## config.mk

```make
export PLATFORM = sky130hd
export DESIGN_NAME = bsg_round_robin_n_to_1_gather
export DESIGN_NICKNAME = d
export VERILOG_FILES = /design/src/rtl/bsg_round_robin_n_to_1_gather.sv
export SDC_FILE = /design/constraint.sdc
export NUM_CORES = 1
export LEC_CHECK = 0
export BUFFER_PORTS_ARGS = -buffer_cell sky130_fd_sc_hd__buf_2
export CAP_MARGIN = 10
export CELL_PAD_IN_SITES_DETAIL_PLACEMENT = 1
export CELL_PAD_IN_SITES_GLOBAL_PLACEMENT = 2
export CORE_UTILIZATION = 22
export DETAILED_ROUTE_END_ITERATION = 12
export MAX_ROUTING_LAYER = met4
export PLACE_DENSITY_LB_ADDON = 0.25
export SLEW_MARGIN = 10
export SYNTH_ARGS = -nofsm -noshare
export SYNTH_HDL_FRONTEND = slang
export SYNTH_SLANG_ARGS = --single-unit
```

## constraint.sdc

```tcl
create_clock -name clk_i -period 1.6 [get_ports clk_i]
set_clock_uncertainty 0.15 [all_clocks]
set_input_delay 0.16 -clock clk_i [delete_from_list [all_inputs] [get_ports clk_i]]
set_output_delay 0.16 -clock clk_i [all_outputs]
set_load 0.005 [all_outputs]
```

## src/rtl/bsg_round_robin_n_to_1_gather.sv

```systemverilog
// rtl/bsg_round_robin_n_to_1_gather.sv - round-robin n-to-1 gather with registered output and source tag
module bsg_round_robin_n_to_1_gather #(
  parameter int width_p  = 8,
  parameter int num_in_p = 2,
  parameter int strict_p = 1,
  localparam int lg_p    = (num_in_p > 2) ? $clog2(num_in_p) : 1
) (
  input  logic                         clk_i,
  input  logic                         reset_n_i,
  input  logic [num_in_p*width_p-1:0]  data_i,
  input  logic [num_in_p-1:0]          valid_i,
  output logic [num_in_p-1:0]          ready_o,
  output logic [width_p-1:0]           data_o,
  output logic [lg_p-1:0]              tag_o,
  output logic                         valid_o,
  input  logic                         ready_i
);

  localparam logic [lg_p:0] num_w = (lg_p+1)'(num_in_p);

  // Operands are always < num_in_p, so one conditional subtract gives the modulo.
  function automatic logic [lg_p-1:0] wrap_add(input logic [lg_p-1:0] a, input logic [lg_p-1:0] b);
    logic [lg_p:0] sum;
    sum = {1'b0, a} + {1'b0, b};
    if (sum >= num_w) sum = sum - num_w;
    return sum[lg_p-1:0];
  endfunction

  logic [lg_p-1:0]    ptr_q, ptr_d;
  logic               valid_q, valid_d;
  logic [width_p-1:0] data_q, data_d;
  logic [lg_p-1:0]    tag_q, tag_d;

  logic               load_en;
  logic               found;
  logic               hs;
  logic [lg_p-1:0]    sel;
  logic [width_p-1:0] sel_data;

  assign load_en = ~valid_q | ready_i;

  // Reverse scan so the lane closest to ptr_q (in circular order) wins.
  always_comb begin
    sel   = ptr_q;
    found = 1'b1;
    if (strict_p == 0) begin
      found = 1'b0;
      for (int i = num_in_p - 1; i >= 0; i--) begin
        if (valid_i[wrap_add(ptr_q, lg_p'(i))]) begin
          found = 1'b1;
          sel   = wrap_add(ptr_q, lg_p'(i));
        end
      end
    end
  end

  always_comb begin
    ready_o  = '0;
    sel_data = '0;
    for (int k = 0; k < num_in_p; k++) begin
      if (lg_p'(k) == sel) begin
        sel_data = data_i[k*width_p +: width_p];
        if (reset_n_i & load_en & found) ready_o[k] = 1'b1;
      end
    end
  end

  assign hs = |(valid_i & ready_o);

  always_comb begin
    ptr_d   = ptr_q;
    valid_d = valid_q;
    data_d  = data_q;
    tag_d   = tag_q;
    if (hs) begin
      data_d  = sel_data;
      tag_d   = sel;
      valid_d = 1'b1;
      ptr_d   = wrap_add(sel, lg_p'(1));
    end else if (valid_q & ready_i) begin
      valid_d = 1'b0;
    end
  end

  always_ff @(posedge clk_i) begin
    if (!reset_n_i) begin
      ptr_q   <= '0;
      valid_q <= 1'b0;
      data_q  <= '0;
      tag_q   <= '0;
    end else begin
      ptr_q   <= ptr_d;
      valid_q <= valid_d;
      data_q  <= data_d;
      tag_q   <= tag_d;
    end
  end

  assign data_o  = data_q;
  assign tag_o   = tag_q;
  assign valid_o = valid_q;

endmodule

```

==> results of run 1 <==
cell usage after synthesis, types with 2 or more instances:
cell / n / share of area, %
dfxtp_1: 11 / 40
mux2i_1: 16 / 29
buf_2: 2 / 1.8
nand2_1: 11 / 7.6
a21oi_1: 2 / 1.8
worst max-delay path: cells and delay by family, from the launching register on:
family | cells | cell delay (ns)
buffers and inverters | 1 | 0.12
AND/OR/NAND/NOR | 2 | 0.42
flip-flops | 1 | 0.35
metrics by stage:
step,setup WS (ns),instances
6_report,0.138,117
4_1_cts,0.127,117
5_1_grt,0.0625,117
3_3_place_gp,0.377,113
3_5_place_dp,0.274,113
2_1_floorplan,0.336,55
sequential cells by signal, indices dropped and copies added, names as in the netlist:
register  cells
data_o        8
ptr_q         1
tag_o         1
valid_o       1
logic make-up after synthesis:
kind of cell,Yosys count
simple gates,17
buf+inv,4
compound gates,6
flops,11
mux,17
area by class of cell:
cell class,count,share of cell area (%)
Timing Repair Buffer,33,22.2
Inverter,1,0.498
Tap cell,28,4.64
Multi-Input combinational cell,40,40.0
Sequential cell,11,29.2
Clock buffer,4,3.48
power by group through the flow:
| stage | clock network (mW) | registers (mW) | logic [mW] |
|---|---|---|---|
| 6_report | 0.195 | 0.316 | 0.150 |
| 5_1_grt | 0.219 | 0.321 | 0.166 |
| 4_1_cts | 0.200 | 0.316 | 0.154 |
| 3_5_place_dp | 0 | 0.322 | 0.154 |
| 3_3_place_gp | 0 | 0.321 | 0.148 |
| 2_1_floorplan | 0 | 0.323 | 0.0834 |
worst paths after layout:
kind | from | end | slack (ns) | depth (start not counted)
worst min-delay path | data_i[6] | data_o[6] | 0.02 | 3
worst max-delay path | valid_o | ready_o[1] | 0.14 | 3
worst min register to register | data_o[4] | data_o[4] | 0.32 | 2
worst max register to register | ptr_q | data_o[5] | 0.29 | 3
layout by cell type (no fill, tap or decap), types with 2 or more instances in the layout:
cell,Yosys,final
a21oi_1,2,2
clkbuf_4,0,3
dfxtp_1,11,11
mux2i_1,16,16
buf_2,2,32
nand2_1,11,11
metal layers:
layer | routed length [µm] | track usage (%) | share of wire (%)
met1 | 655 | 14.2 | 46
met2 | 642 | 19.2 | 46
met3 | 99 | 2.92 | 7.0
met4 | 12 | 5.41 | 0.85
met5 | 0 | - | 0
==> impl_metrics.py, run 1 <==
metrics = {
    "worst_setup_path": {
        "worst_setup_path_end_kind": "output pin",
        "cp_max_fo": 6,
        "slowest_delay_ns": 0.35,
        "required_ns": 1.29,
        "slowest_stage": "dfxtp_1",
        "startpoint_type": "flip-flop",
        "arrival_ns": 1.15,
        "path_cells": "nand2b_1 -> and3_1 -> buf_2",
        "path_class": "flip-flop to output pin",
    },
    "die": {
        "fp-row-count": 17,
        "start_util_pct": 24.0,
        "placeableCoreArea_um2": 2280,
        "dieArea_um2": 2690,
        "io_pins": 33,
        "die_w_um": 51.9,
        "fp.dieH_um": 51.9,
    },
    "pwr": {
        "vdd_drop_max_uv": 418,
        "combPwrFrac_pct": 22.7,
        "power_mw": 0.661,
        "p_leak_nw": 0.401,
        "switching_share_pct": 27.7,
        "p_per_area_nw_per_um2": 876,
        "seqPwrFrac_pct": 47.8,
        "power.switching_mw": 0.183,
        "intPower_mw": 0.478,
        "power.share.clock_pct": 29.6,
    },
    "placement": {
        "port_buffers": 32,
        "hpwlAfterDp_mm": 1.09,
        "dpl_cell_area_um2": 728,
        "finalWeightedCongestion": 0.605,
    },
    "route": {
        "drt-total-wl_mm": 1.41,
        "num_vias": 515,
        "drtIter0Drc": 2,
        "ant_nets": 0,
        "drc": 0,
        "drtPass1Iterations": 2,
        "viasPerCell": 4.40,
        "wire_per_inst_um": 12.0,
    },
    "hold_path": {
        "hold_class": "input port to flip-flop",
    },
    "global_route": {
        "antenna_found_initial": 0,
        "overflow": 0,
        "grt_pass1_wl_mm": 2.29,
        "grt_pass1_vias": 527,
        "grt_start_max_net_pins": 16,
        "grt_usage_pct": 12.0,
    },
    "timing": {
        "period_share_pct": 91.4,
        "fin_crit_ns": 1.46,
        "finalSetupViolations": 0,
        "rsz0062_at_grt": "false",
        "max_freq_ghz": 0.684,
        "slew_viol_final": 0,
        "slew_headroom_pct": 80.0,
        "hold_ws_ns": 0.0150,
        "hold_viol": 0,
        "setup_tns_ns": 0,
        "worst_slew_pin_slew_ns": 0.299,
    },
    "clock_network": {
        "cts_tree": "built",
        "htree_levels": 1,
        "clock_path_buffers": 2,
        "cts_num_sinks": 11,
        "clk_pin_slew_ns": 0.08,
        "root_buffer": "clkbuf_4",
        "cts_setup_buffers": 0,
        "clock_latency_ns": 0.27,
        "cts_buffers": 3,
        "holdBufCountCts": 0,
        "ctsResizeCount": 0,
    },
    "layout": {
        "nNetsFinal": 111,
        "antenna_cells": 0,
        "fill_cells": 281,
        "post-route-util_pct": 33.2,
        "regArea_um2": 220,
        "final_area_um2": 754,
        "layout-drive-gt1-share_pct": 42.7,
        "syn_to_final_growth_pct": 38.0,
        "multi_input_area_um2": 302,
    },
    "synthesis": {
        "ys_ff_latch": 11,
        "yosys.area_share.simple_pct": 16.2,
        "synth_fa_ha_area_share_pct": 0,
        "ys_seq_area_share_pct": 40.3,
        "synthDistinctLibCells": 18,
        "syn_area_um2": 547,
        "syn_inst": 55,
        "synth_top_family_by_area": "multiplexers",
        "synth_xor_area_share_pct": 0,
        "synth_compound_area_share_pct": 6.86,
        "synth_ff_type": "dfxtp_1",
        "synth_mux_area_share_pct": 32.0,
        "syn-num-nets": 76,
        "async_flop_share_pct": 0,
        "syn_area_per_cell_um2": 9.94,
        "yosysWarnings": 0,
        "synth-edff-count": 0,
    },
    "run": {
        "cap_violations": 0,
    },
    "outcome": {
        "status": "finished clean",
    },
}
(Power assumes the default switching activity.)
==> inputs of run 2 (changes only) <==
CELL_PAD_IN_SITES_DETAIL_PLACEMENT = not set   (was 1)
CELL_PAD_IN_SITES_GLOBAL_PLACEMENT = not set   (was 2)
CORE_UTILIZATION = 40   (was 22)
==> impl_metrics.py, run 2 (synthesis gave the netlist of run 1 again) <==
metrics = {
    "run": {
        "cap_violations": 0,
    },
    "route": {
        "viasPerCell": 4.66,
        "drtPass1Iterations": 2,
        "num_vias": 480,
        "drt-total-wl_mm": 1.06,
        "drtIter0Drc": 3,
        "drc": 0,
        "ant_nets": 0,
        "wire_per_inst_um": 10.3,
    },
    "global_route": {
        "grt_pass1_wl_mm": 1.50,
        "antenna_found_initial": 0,
        "grt_usage_pct": 15.8,
        "grt_start_max_net_pins": 16,
        "overflow": 0,
        "grt_pass1_vias": 361,
    },
    "die": {
        "dieArea_um2": 1520,
        "io_pins": 33,
        "start_util_pct": 46.1,
        "fp-row-count": 12,
        "placeableCoreArea_um2": 1190,
        "fp.dieH_um": 39.0,
        "die_w_um": 39.0,
    },
    "worst_setup_path": {
        "slowest_delay_ns": 0.34,
        "startpoint_type": "flip-flop",
        "arrival_ns": 1.13,
        "slowest_stage": "dfxtp_1",
        "path_cells": "nand2b_1 -> and3_1 -> buf_2",
        "cp_max_fo": 6,
        "path_class": "flip-flop to output pin",
        "crit_buf_inv": 1,
        "required_ns": 1.29,
        "crit_family": "simple AND/OR/NAND/NOR gates",
        "worst_setup_path_end_kind": "output pin",
    },
    "clock_network": {
        "clock_path_buffers": 2,
        "cts_tree": "built",
        "ctsResizeCount": 0,
        "cts_buffers": 3,
        "root_buffer": "clkbuf_4",
        "clk_pin_slew_ns": 0.07,
        "cts_num_sinks": 11,
        "clock_latency_ns": 0.26,
        "htree_levels": 1,
        "cts_setup_buffers": 0,
        "holdBufCountCts": 0,
    },
    "placement": {
        "hpwlAfterDp_um": 790,
        "finalWeightedCongestion": 0.701,
        "port_buffers": 32,
    },
    "layout": {
        "nNetsFinal": 111,
        "layout-drive-gt1-share_pct": 42.7,
        "largest_reg_flops": 8,
        "antenna_cells": 0,
        "layout_commonest_cell": "buf_2",
        "syn_to_final_growth_pct": 34.8,
        "layout_common_cells": "buf_2, mux2i_1, nand2_1, dfxtp_1, clkbuf_4",
    },
    "pwr": {
        "power.switching_mw": 0.166,
        "power_mw": 0.644,
        "intPower_mw": 0.478,
        "seqPwrFrac_pct": 48.9,
        "switching_share_pct": 25.8,
        "power.share.clock_pct": 28.5,
        "p_leak_nw": 0.401,
        "combPwrFrac_pct": 22.6,
        "p_per_area_nw_per_um2": 873,
        "vdd_drop_max_uv": 421,
    },
    "timing": {
        "hold_viol": 0,
        "slew_headroom_pct": 81.1,
        "slew_viol_final": 0,
        "max_freq_ghz": 0.697,
        "setup_tns_ns": 0,
        "finalSetupViolations": 0,
        "period_share_pct": 89.7,
        "fin_crit_ns": 1.44,
        "worst_slew_pin_slew_ns": 0.284,
        "rsz0062_at_grt": "false",
    },
    "hold_path": {
        "hold_class": "input port to flip-flop",
    },
    "outcome": {
        "status": "finished clean",
    },
}
-- run 2: cell counts in the layout (fill, tap and decap cells not counted) --
No cell type changed its count.
-- run 2: power groups by stage --
stage	clock network (mW)	logic, mW	registers (mW)
3_3_place_gp	0	0.144	0.321
5_1_grt	0.206	0.161	0.317
2_1_floorplan	0	0.0834	0.323
3_5_place_dp	0	0.147	0.321
4_1_cts	0.194	0.148	0.315
6_report	0.183	0.145	0.315
-- run 2: final timing paths --
kind             start          to  slack, ns  cells after the start
max            valid_o  ready_o[1]       0.16                      3
min          data_i[6]   data_o[6]       0.02                      3
max reg2reg      ptr_q   data_o[1]       0.33                      3
min reg2reg  data_o[7]   data_o[7]       0.31                      2
-- run 2: per-layer routing --
metal	part of all wire, %	vias to the layer above	wire length, µm	global-route usage, %
li1	-	258	-	-
met1	50	199	529	20.3
met2	43	21	454	20.8
met3	6.2	2	66	3.47
met4	1.3	0	14	12.9
met5	0	-	0	-
-- run 2: per-stage QoR --
step                      std cells  utilization [%]  cell area, µm²  hold slack (ns)  setup slack [ns]
after global placement           99             59.9             711            0.282             0.380
after global routing            103             62.1             737           0.0217            0.0817
after floorplan                  55                -             547            0.160             0.336
after CTS                       103             62.1             737           0.0133             0.144
final                           103             62.1             737           0.0203             0.165
after detailed placement         99             59.9             711            0.294             0.338
-- run 2: final cells by class --
| class | count | area [µm²] |
|---|---|---|
| repair buffers | 33 | 168 |
| inverters | 1 | 3.75 |
| well taps | 14 | 17.5 |
| fillers | 113 | 449 |
| clock buffers | 4 | 26.3 |
| flip-flops and latches | 11 | 220 |
| multi-input cells | 40 | 302 |
-- run 2: worst reg2reg max path, stage by stage (launching register included) --
cell and delay, ns:
dfxtp_1 0.36, mux2_4 0.33, nand3_4 0.17, mux2i_1 0.20
==> inputs of run 3 (changes only) <==
--- a/config.mk
+++ b/config.mk
@@ -6,7 +6,9 @@
 export NUM_CORES = 1
 export LEC_CHECK = 0
+export ABC_AREA = 1
 export BUFFER_PORTS_ARGS = -buffer_cell sky130_fd_sc_hd__buf_2
 export CAP_MARGIN = 10
-export CORE_UTILIZATION = 40
+export CORE_MARGIN = 5
+export CORE_UTILIZATION = 43
 export DETAILED_ROUTE_END_ITERATION = 12
 export MAX_ROUTING_LAYER = met4
--- a/constraint.sdc
+++ b/constraint.sdc
@@ -3,3 +3,3 @@
 set_input_delay 0.16 -clock clk_i [delete_from_list [all_inputs] [get_ports clk_i]]
 set_output_delay 0.16 -clock clk_i [all_outputs]
-set_load 0.005 [all_outputs]
+set_load 0.1 [all_outputs]
==> impl_metrics.py, run 3 <==
metrics = {
    "clock_network": {
        "clk_pin_slew_ns": 0.07,
        "htree_levels": 1,
        "cts_setup_buffers": 0,
        "clock_latency_ns": 0.26,
        "cts_tree": "built",
        "cts_buffers": 3,
        "root_buffer": "clkbuf_4",
        "cts_num_sinks": 11,
        "clock_path_buffers": 2,
        "holdBufCountCts": 0,
    },
    "run": {
        "cap_violations": 0,
    },
    "pwr": {
        "vdd_drop_max_uv": 569,
        "power_mw": 0.870,
        "power.switching_mw": 0.381,
        "switching_share_pct": 43.8,
        "seqPwrFrac_pct": 35.6,
        "p_leak_nw": 0.495,
        "p_per_area_nw_per_um2": 970,
        "intPower_mw": 0.489,
        "combPwrFrac_pct": 43.1,
        "power.share.clock_pct": 21.4,
    },
    "route": {
        "num_vias": 690,
        "wire_per_inst_um": 10.6,
        "drtPass1Iterations": 4,
        "drtIter0Drc": 5,
        "viasPerCell": 4.69,
        "ant_nets": 0,
        "drt-total-wl_mm": 1.56,
        "drc": 0,
    },
    "global_route": {
        "grt_pass1_vias": 639,
        "grt_pass1_wl_mm": 2.77,
        "grt_start_max_net_pins": 20,
        "antenna_found_initial": 0,
        "grt_usage_pct": 14.8,
        "overflow": 0,
    },
    "die": {
        "io_pins": 33,
        "fp-row-count": 14,
        "fp.dieH_um": 48.6,
        "placeableCoreArea_um2": 1450,
        "start_util_pct": 44.1,
        "dieArea_um2": 2360,
        "die_w_um": 48.6,
    },
    "synthesis": {
        "yosysTopAreaCell": "dfxtp_1",
        "syn-num-nets": 116,
        "yosysMostFrequentCell": "nand2_1",
        "synth_ff_type": "dfxtp_1",
        "synth-edff-count": 0,
        "synth.area.top_cells": "dfxtp_1, nand2_1, a21oi_2, nand3_1, nand4_4",
        "ys_ff_latch": 11,
        "synth_top_cell_area_share_pct": 34.4,
        "yosysWarnings": 0,
        "syn_area_um2": 641,
        "synthTopCellsByCount": "nand2_1, dfxtp_1, inv_1",
        "syn_inst": 95,
        "synthDistinctLibCells": 12,
        "ys_seq_area_share_pct": 34.4,
        "async_flop_share_pct": 0,
        "syn_area_per_cell_um2": 6.74,
    },
    "layout": {
        "antenna_cells": 0,
        "layout_common_cells": "nand2_1, buf_2, inv_1",
        "nNetsFinal": 153,
        "largest_reg_flops": 8,
        "layout-drive-gt1-share_pct": 42.0,
        "syn_to_final_growth_pct": 40.0,
        "layout_commonest_cell": "nand2_1",
        "fill_cells": 156,
    },
    "timing": {
        "hold_viol": 0,
        "worst_slew_pin_slew_ns": 0.487,
        "period_share_pct": 92.4,
        "finalSetupViolations": 0,
        "slew_viol_final": 0,
        "max_freq_ghz": 0.676,
        "rsz0062_at_grt": "false",
        "slew_headroom_pct": 67.7,
        "setup_tns_ns": 0,
        "fin_crit_ns": 1.48,
    },
    "worst_setup_path": {
        "path_class": "flip-flop to output pin",
        "path_cells": "nand2_2 -> nand2_2 -> nor2_4 -> buf_12",
        "slowest_stage": "dfxtp_4",
        "cpMostUsedCell": "nand2_2",
        "cp_max_fo": 4,
        "startpoint_type": "flip-flop",
        "required_ns": 1.29,
        "slowest_delay_ns": 0.34,
        "worst_setup_path_end_kind": "output pin",
        "arrival_ns": 1.17,
    },
    "outcome": {
        "status": "finished clean",
    },
    "placement": {
        "finalWeightedCongestion": 0.647,
        "port_buffers": 32,
        "hpwlAfterDp_mm": 1.18,
    },
    "hold_path": {
        "hold_class": "input port to flip-flop",
    },
}
[run 3: area by class of cell]
| cell class | instances | area [µm²] | share of cell area, % |
|---|---|---|---|
| multi-input combinational | 68 | 360 | 40.2 |
| sequential | 11 | 225 | 25.1 |
| timing repair buffer | 36 | 220 | 24.5 |
| inverter | 12 | 45.0 | 5.02 |
| clock buffer | 4 | 26.3 | 2.93 |
| tap | 16 | 20.0 | 2.23 |
[run 3: what timing repair did]
action / CTS / global route
endpoints found under the setup margin: 0 / 1
resized for setup: 0 / 2
hold endpoints to repair: 0 / 0
[run 3: kinds of logic (layout without fill, tap and decap cells)]
group	after synthesis	count (layout)	synth area share [%]
compound gates	10	10	11.9
buf+inv	16	52	12.1
flops	11	11	34.4
simple gates	58	58	41.6
[run 3: power groups by stage]
stage	logic (mW)	registers, mW	clock network (mW)
floorplan	0.138	0.467	0
global placement	0.370	0.314	0
detailed placement	0.376	0.315	0
CTS	0.377	0.309	0.194
global route	0.401	0.312	0.205
finish	0.375	0.310	0.186
[run 3: layer usage]
metal  track usage (%)  vias to the layer above  part of all wire, %
met5                 -                        -                    0
met4              6.73                        0                 0.64
met2              23.3                       20                   49
met3              5.21                        2                  8.2
met1              16.7                      301                   42
li1                  -                      367                    -
[run 3: worst paths after layout]
path	to	start	cells past startpoint	slack, ns
setup reg to reg	data_o[5]	ptr_q	5	0.22
hold reg to reg	tag_o	tag_o	2	0.32
setup / recovery	ready_o[1]	valid_o	4	0.12
hold / removal	data_o[4]	data_i[4]	5	0.07
[run 3: worst max-delay path, delay by kind of cell, from the launching register on]
kind | cells | cell delay, ns
AND/OR/NAND/NOR | 3 | 0.38
flip-flops | 1 | 0.34
buffers and inverters | 1 | 0.18
[run 3: stage by stage]
step	utilization (%)	cells	worst slack, ns	hold slack, ns	cell area [µm²]
final	61.7	147	0.121	0.0717	897
after global routing	61.7	147	0.0513	0.0936	897
after CTS	61.4	147	0.0506	0.0680	893
after detailed placement	59.6	143	0.184	0.312	867
after global placement	59.6	143	0.255	0.307	867
after floorplan	-	95	0.0257	0.142	659
